`src/rtl/err_metric_accum.sv`:
```
// Error-metric accumulator for exact/approximate multiplier sweeps.
// Each accepted (exact, apprx) pair passes through a two-stage pipeline:
// stage 1 forms the signed and absolute error distance, and stage 2 folds
// those values into the run totals. Software derives ER/MED/MNED/MRED from
// the final totals.
//
// state   | meaning
// --------+------------------------------------------------------------
// S_IDLE  | after reset, waiting for start
// S_RUN   | in_ready high, accepting samples until n_samples are taken
// S_DRAIN | fixed 2-cycle wait so the last sample reaches the totals
// S_DONE  | totals final and stable until the next start
module err_metric_accum #(
  parameter int W     = 16,
  parameter int CNT_W = 32,
  parameter int SUM_W = 48
) (
  input  logic             clk,
  input  logic             rst,
  input  logic             start,
  input  logic [CNT_W-1:0] n_samples,
  input  logic             in_valid,
  output logic             in_ready,
  input  logic [W-1:0]     exact,
  input  logic [W-1:0]     apprx,
  output logic             busy,
  output logic             done,
  output logic [CNT_W-1:0] sample_count,
  output logic [CNT_W-1:0] err_count,
  output logic [SUM_W-1:0] sum_ed,
  output logic [SUM_W-1:0] sum_ed_abs,
  output logic [W-1:0]     max_ed
);

  localparam logic [1:0] DRAIN_LAST = 2'd1;

  typedef enum logic [1:0] {S_IDLE, S_RUN, S_DRAIN, S_DONE} state_t;

  state_t           state, state_nxt;
  logic [CNT_W-1:0] n_lat;
  logic [1:0]       drain_cnt;
  logic             start_acc;
  logic             accept;
  logic             last_accept;

  logic [W:0]       diff_w;
  logic [W:0]       diff_neg;
  logic [W-1:0]     abs_w;

  logic             s1_valid;
  logic [W:0]       s1_d;
  logic [W-1:0]     s1_a;
  logic             s1_ne;

  assign start_acc   = start && (state == S_IDLE || state == S_DONE);
  assign accept      = in_valid && in_ready;
  assign last_accept = accept && ((sample_count + CNT_W'(1)) == n_lat);

  // State register.
  always_ff @(posedge clk) begin
    if (rst) state <= S_IDLE;
    else     state <= state_nxt;
  end

  // Next-state and status outputs.
  always_comb begin
    state_nxt = state;
    in_ready  = 1'b0;
    busy      = 1'b0;
    done      = 1'b0;
    case (state)
      S_IDLE, S_DONE: begin
        done = (state == S_DONE);
        if (start) state_nxt = (n_samples != '0) ? S_RUN : S_DONE;
      end
      S_RUN: begin
        in_ready = 1'b1;
        busy     = 1'b1;
        if (last_accept) state_nxt = S_DRAIN;
      end
      S_DRAIN: begin
        busy = 1'b1;
        if (drain_cnt == '0) state_nxt = S_DONE;
      end
      default: state_nxt = S_IDLE;
    endcase
  end

  // Run length latch, sample counter and drain down-counter.
  always_ff @(posedge clk) begin
    if (rst) begin
      n_lat        <= '0;
      sample_count <= '0;
      drain_cnt    <= '0;
    end else begin
      if (start_acc) begin
        n_lat        <= n_samples;
        sample_count <= '0;
      end else if (accept) begin
        sample_count <= sample_count + CNT_W'(1);
      end
      if (last_accept)
        drain_cnt <= DRAIN_LAST;
      else if (state == S_DRAIN && drain_cnt != '0)
        drain_cnt <= drain_cnt - 2'd1;
    end
  end

  // Error distance of the incoming pair; the magnitude always fits W bits.
  always_comb begin
    diff_w   = {1'b0, exact} - {1'b0, apprx};
    diff_neg = -diff_w;
    abs_w    = diff_w[W] ? diff_neg[W-1:0] : diff_w[W-1:0];
  end

  // Stage 1: register distance terms of each accepted sample.
  always_ff @(posedge clk) begin
    if (rst || start_acc) begin
      s1_valid <= 1'b0;
      s1_d     <= '0;
      s1_a     <= '0;
      s1_ne    <= 1'b0;
    end else begin
      s1_valid <= accept;
      if (accept) begin
        s1_d  <= diff_w;
        s1_a  <= abs_w;
        s1_ne <= (exact != apprx);
      end
    end
  end

  // Stage 2: fold stage-1 terms into the run totals.
  always_ff @(posedge clk) begin
    if (rst || start_acc) begin
      err_count  <= '0;
      sum_ed     <= '0;
      sum_ed_abs <= '0;
      max_ed     <= '0;
    end else if (s1_valid) begin
      err_count  <= err_count + {{(CNT_W-1){1'b0}}, s1_ne};
      sum_ed     <= sum_ed + {{(SUM_W-W-1){s1_d[W]}}, s1_d};
      sum_ed_abs <= sum_ed_abs + {{(SUM_W-W){1'b0}}, s1_a};
      if (s1_a > max_ed) max_ed <= s1_a;
    end
  end

endmodule
```
`config.mk`:
```
export PLATFORM = sky130hd
export DESIGN_NAME = err_metric_accum
export DESIGN_NICKNAME = d
export VERILOG_FILES = /design/src/rtl/err_metric_accum.sv
export SDC_FILE = /design/constraint.sdc
export NUM_CORES = 1
export LEC_CHECK = 0
export ABC_AREA = 1
export BUFFER_PORTS_ARGS = -buffer_cell sky130_fd_sc_hd__buf_2
export CORE_MARGIN = 4
export CORE_UTILIZATION = 30
export CTS_CLUSTER_DIAMETER = 60
export CTS_CLUSTER_SIZE = 40
export DETAILED_ROUTE_END_ITERATION = 8
export HOLD_SLACK_MARGIN = 0.1
export SKIP_CTS_REPAIR_TIMING = 1
export SLEW_MARGIN = 20
export SYNTH_ARGS = -nofsm -noshare
export SYNTH_HDL_FRONTEND = slang
export SYNTH_SLANG_ARGS = --single-unit
```
`constraint.sdc`:
```
create_clock -name clk -period 4 [get_ports clk]
set_input_delay 0.8 -clock clk [delete_from_list [all_inputs] [get_ports clk]]
set_output_delay 0.8 -clock clk [all_outputs]
set_load 0.05 [all_outputs]
```
==> results.sh <==
export IMPL_status="complete, no violations"
export IMPL_hold_viol_final=0
export IMPL_ir_drop_v=0.000563
export IMPL_cts_htree_levels=1
export IMPL_max_slew_margin=0.364
export IMPL_path_delay_family="compound AO/OA/AOI/OAI gates"
export IMPL_drt_iter0_markers=1058
export IMPL_cp_slowest_cell="dfxtp_1"
export IMPL_p_leak_nw=9.71
export IMPL_ys_warnings_count=0
export IMPL_yosys_register_bits=246
export IMPL_grt_pass1_wl_um=89300
export IMPL_async_reset_ff_frac=0
export IMPL_cp_max_fo=26
export IMPL_grt_ovfl_total=0
export IMPL_dp_slack_ps=604
export IMPL_highest_layer="met4"
export IMPL_drt_met1_wl_um=27600
export IMPL_cp_endpoint="sum_ed[41]"
export IMPL_skew_ps=33.2
export IMPL_insertion_delay_ps=610
export IMPL_arrival_ps=3580
export IMPL_vias_per_cell=4.78
export IMPL_clkTransAtPathRegs_ps=70
export IMPL_path_depth=13
export IMPL_initial_core_util=0.304
export IMPL_vias=17800
export IMPL_crit_top_cell="o21ai_0"
export IMPL_syn_to_final_growth_pct=18.3
export IMPL_grt_setup_unrepaired="false"
export IMPL_power_density_nw_per_um2=448
export IMPL_cts_root_buf="clkbuf_16"
export IMPL_worstPathRequired_ps=4490
export IMPL_cp_startpoint="s1_d[16]"
export IMPL_seq_area_um2=4930
export IMPL_io_pins=247
export IMPL_grt_use_total=0.181
export IMPL_multi_input_area_um2=10400
export IMPL_drive_gt1_frac=0.121
export IMPL_crit_buf_inv=3
export IMPL_power_total_mw=9.12
export IMPL_r2r_cells=13
export IMPL_coreArea_um2=56600
export IMPL_antenna_cells=0
export IMPL_yosysSeqAreaShare=0.286
export IMPL_fmax_mhz=323
export IMPL_postRouteWirelength_um=57300
export IMPL_final_nets=3115
export IMPL_die_w_um=248
export IMPL_path_cells="buf_4 -> ha_1 -> inv_1 -> o21ai_0 -> a31oi_1 -> o21ai_0 -> a21oi_1 -> nand3_1 -> a21o_1 -> nor2_1 -> o21ai_0 -> nand2_1 -> inv_1"
export IMPL_setup_viol=0
export IMPL_min_path_type="input pin to flop"
export IMPL_period_needed_ps=3100
export IMPL_antenna_found_initial=0
export IMPL_critPathKind="flop to flop"
export IMPL_ant_nets=0
export IMPL_mostFrequentLayoutCell="nand2_1"
export IMPL_synth_edf_count=0
export IMPL_cts_buffers=31
export IMPL_fin_crit_sh=0.774
export IMPL_wl_per_cell_um=15.4
export IMPL_grt_max_degree=116
export IMPL_cts_sinks=246
export IMPL_setup_tns_ps=0
export IMPL_synth_cells=2715
export IMPL_timing_rr_end="sum_ed[41]"
export IMPL_gp_congestion=0.930
export IMPL_dieArea_um2=61300
export IMPL_synth_area_per_cell_um2=6.34
export IMPL_layout_setup_ws_ps=903
export IMPL_max_cap_viol_count=0
export IMPL_hpwlAfterDp_um=45200
export IMPL_cts_buffer_depth=3
export IMPL_synth_distinct_cells=55
export IMPL_cts_tree="built"
export IMPL_dr_wl_met2_um=24500
export IMPL_fillers=6289
export IMPL_critPathLaunchType="flop"
export IMPL_slowest_delay_ps=580
export IMPL_dr_wl_met3_um=4080
export IMPL_slew_viol_final=0
export IMPL_drtPass1Iterations=6
export IMPL_final_cell_mix="nand2_1 (517), inv_1 (429), nor2_1 (391)"
export IMPL_worst_slew_pin_slew_ps=954
export IMPL_portBuffers=246
export IMPL_die_h_um=248
export IMPL_syn_nets=2890
export IMPL_grt_pass1_vias=16400
export IMPL_syn_area_um2=17200
export IMPL_crit_path_end_kind="flop"
export IMPL_synthFlopType="dfxtp_1"
export IMPL_r2r_slack_ps=900
export IMPL_rows=87
export IMPL_drcViolationCount=0
export IMPL_regToRegStartpoint="s1_d[16]"
==> cells in the mapped netlist (9+ instances only) <==
cell | count | area share
a21o_1 | 11 | 0.0048
a21oi_1 | 241 | 0.070
a31oi_1 | 13 | 0.0047
buf_1 | 11 | 0.0024
clkbuf_1 | 50 | 0.011
dfxtp_1 | 246 | 0.29
ha_1 | 104 | 0.076
inv_1 | 430 | 0.094
nand2_1 | 518 | 0.11
nand3_1 | 133 | 0.039
nand3b_1 | 12 | 0.0052
nand4_1 | 30 | 0.011
nor2_1 | 392 | 0.085
nor2_2 | 9 | 0.0033
nor3_1 | 44 | 0.013
nor4_1 | 30 | 0.011
o211ai_1 | 28 | 0.012
o21a_1 | 9 | 0.0039
o21ai_0 | 240 | 0.070
o21bai_1 | 14 | 0.0061
xnor2_1 | 21 | 0.011
xor2_1 | 51 | 0.026
==> state kept, by name, summed over array words and instances, names as in the netlist <==
name,flops
state,2
drain_cnt,2
sum_ed,48
sum_ed_abs,48
s1_d,17
max_ed,16
s1_ne,1
sample_count,32
err_count,32
n_lat,32
s1_valid,1
s1_a,15
==> per-layer routing <==
metal / up-vias / track usage
li1: 9298 / -
met1: 7976 / 0.256
met2: 444 / 0.284
met3: 60 / 0.0352
met4: 0 / 0.0410
met5: - / 0
==> how the worst min path moves through the flow <==
stage	from	to	slack (ps)	depth (start not counted)
6_report	rst	drain_cnt[0]	410	2
5_1_grt	rst	drain_cnt[0]	390	2
4_1_cts	rst	drain_cnt[0]	360	2
3_5_place_dp	err_count[8]	err_count[8]	460	2
3_3_place_gp	err_count[31]	err_count[31]	450	2
2_1_floorplan	n_lat[0]	n_lat[0]	440	2
==> final cells by class <==
type / instances / area share
Clock inverter: 21 / 0.0146
Multi-Input combinational cell: 1969 / 0.511
Sequential cell: 246 / 0.242
Inverter: 435 / 0.0803
Tap cell: 756 / 0.0464
Timing Repair Buffer: 257 / 0.0657
Clock buffer: 34 / 0.0396
==> through the flow <==
stage | hold slack, ps | std cells | instance area (µm²) | utilization
global route | 391 | 3718 | 20400 | 0.360
floorplan | 444 | 2715 | 17200 | -
finish | 414 | 3718 | 20400 | 0.360
global placement | 454 | 3663 | 19300 | 0.340
CTS | 364 | 3718 | 20400 | 0.360
detailed placement | 458 | 3663 | 19300 | 0.340
==> cell families (layout without fill, tap and decap cells) <==
logic type,after synthesis,after routing,share of synthesized area
flops,246,246,0.286
fa+ha+maj,107,107,0.0791
buf+inv,500,747,0.110
compound gates,584,584,0.185
xor+xnor,77,77,0.0429
simple gates,1201,1201,0.298
==> worst register-to-register path, delay by kind of cell (launching register included) <==
| family | cells | cell delay, ps |
|---|---|---|
| DFF | 1 | 580 |
| AOI/OAI and AO/OA | 6 | 1100 |
| buffers and inverters | 3 | 530 |
| adders and majority gates | 1 | 360 |
| and+or+nand+nor | 3 | 430 |
==> power by group <==
part / internal, mW / total, mW / switching [mW] / leakage (nW)
sequential: 2.75 / 3.09 / 0.344 / 2.00
clock: 1.76 / 3.03 / 1.26 / 0.538
combinational: 0.912 / 3.00 / 2.09 / 7.18
total: 5.42 / 9.12 / 3.70 / 9.71
Power figures use the tool's default switching activity.
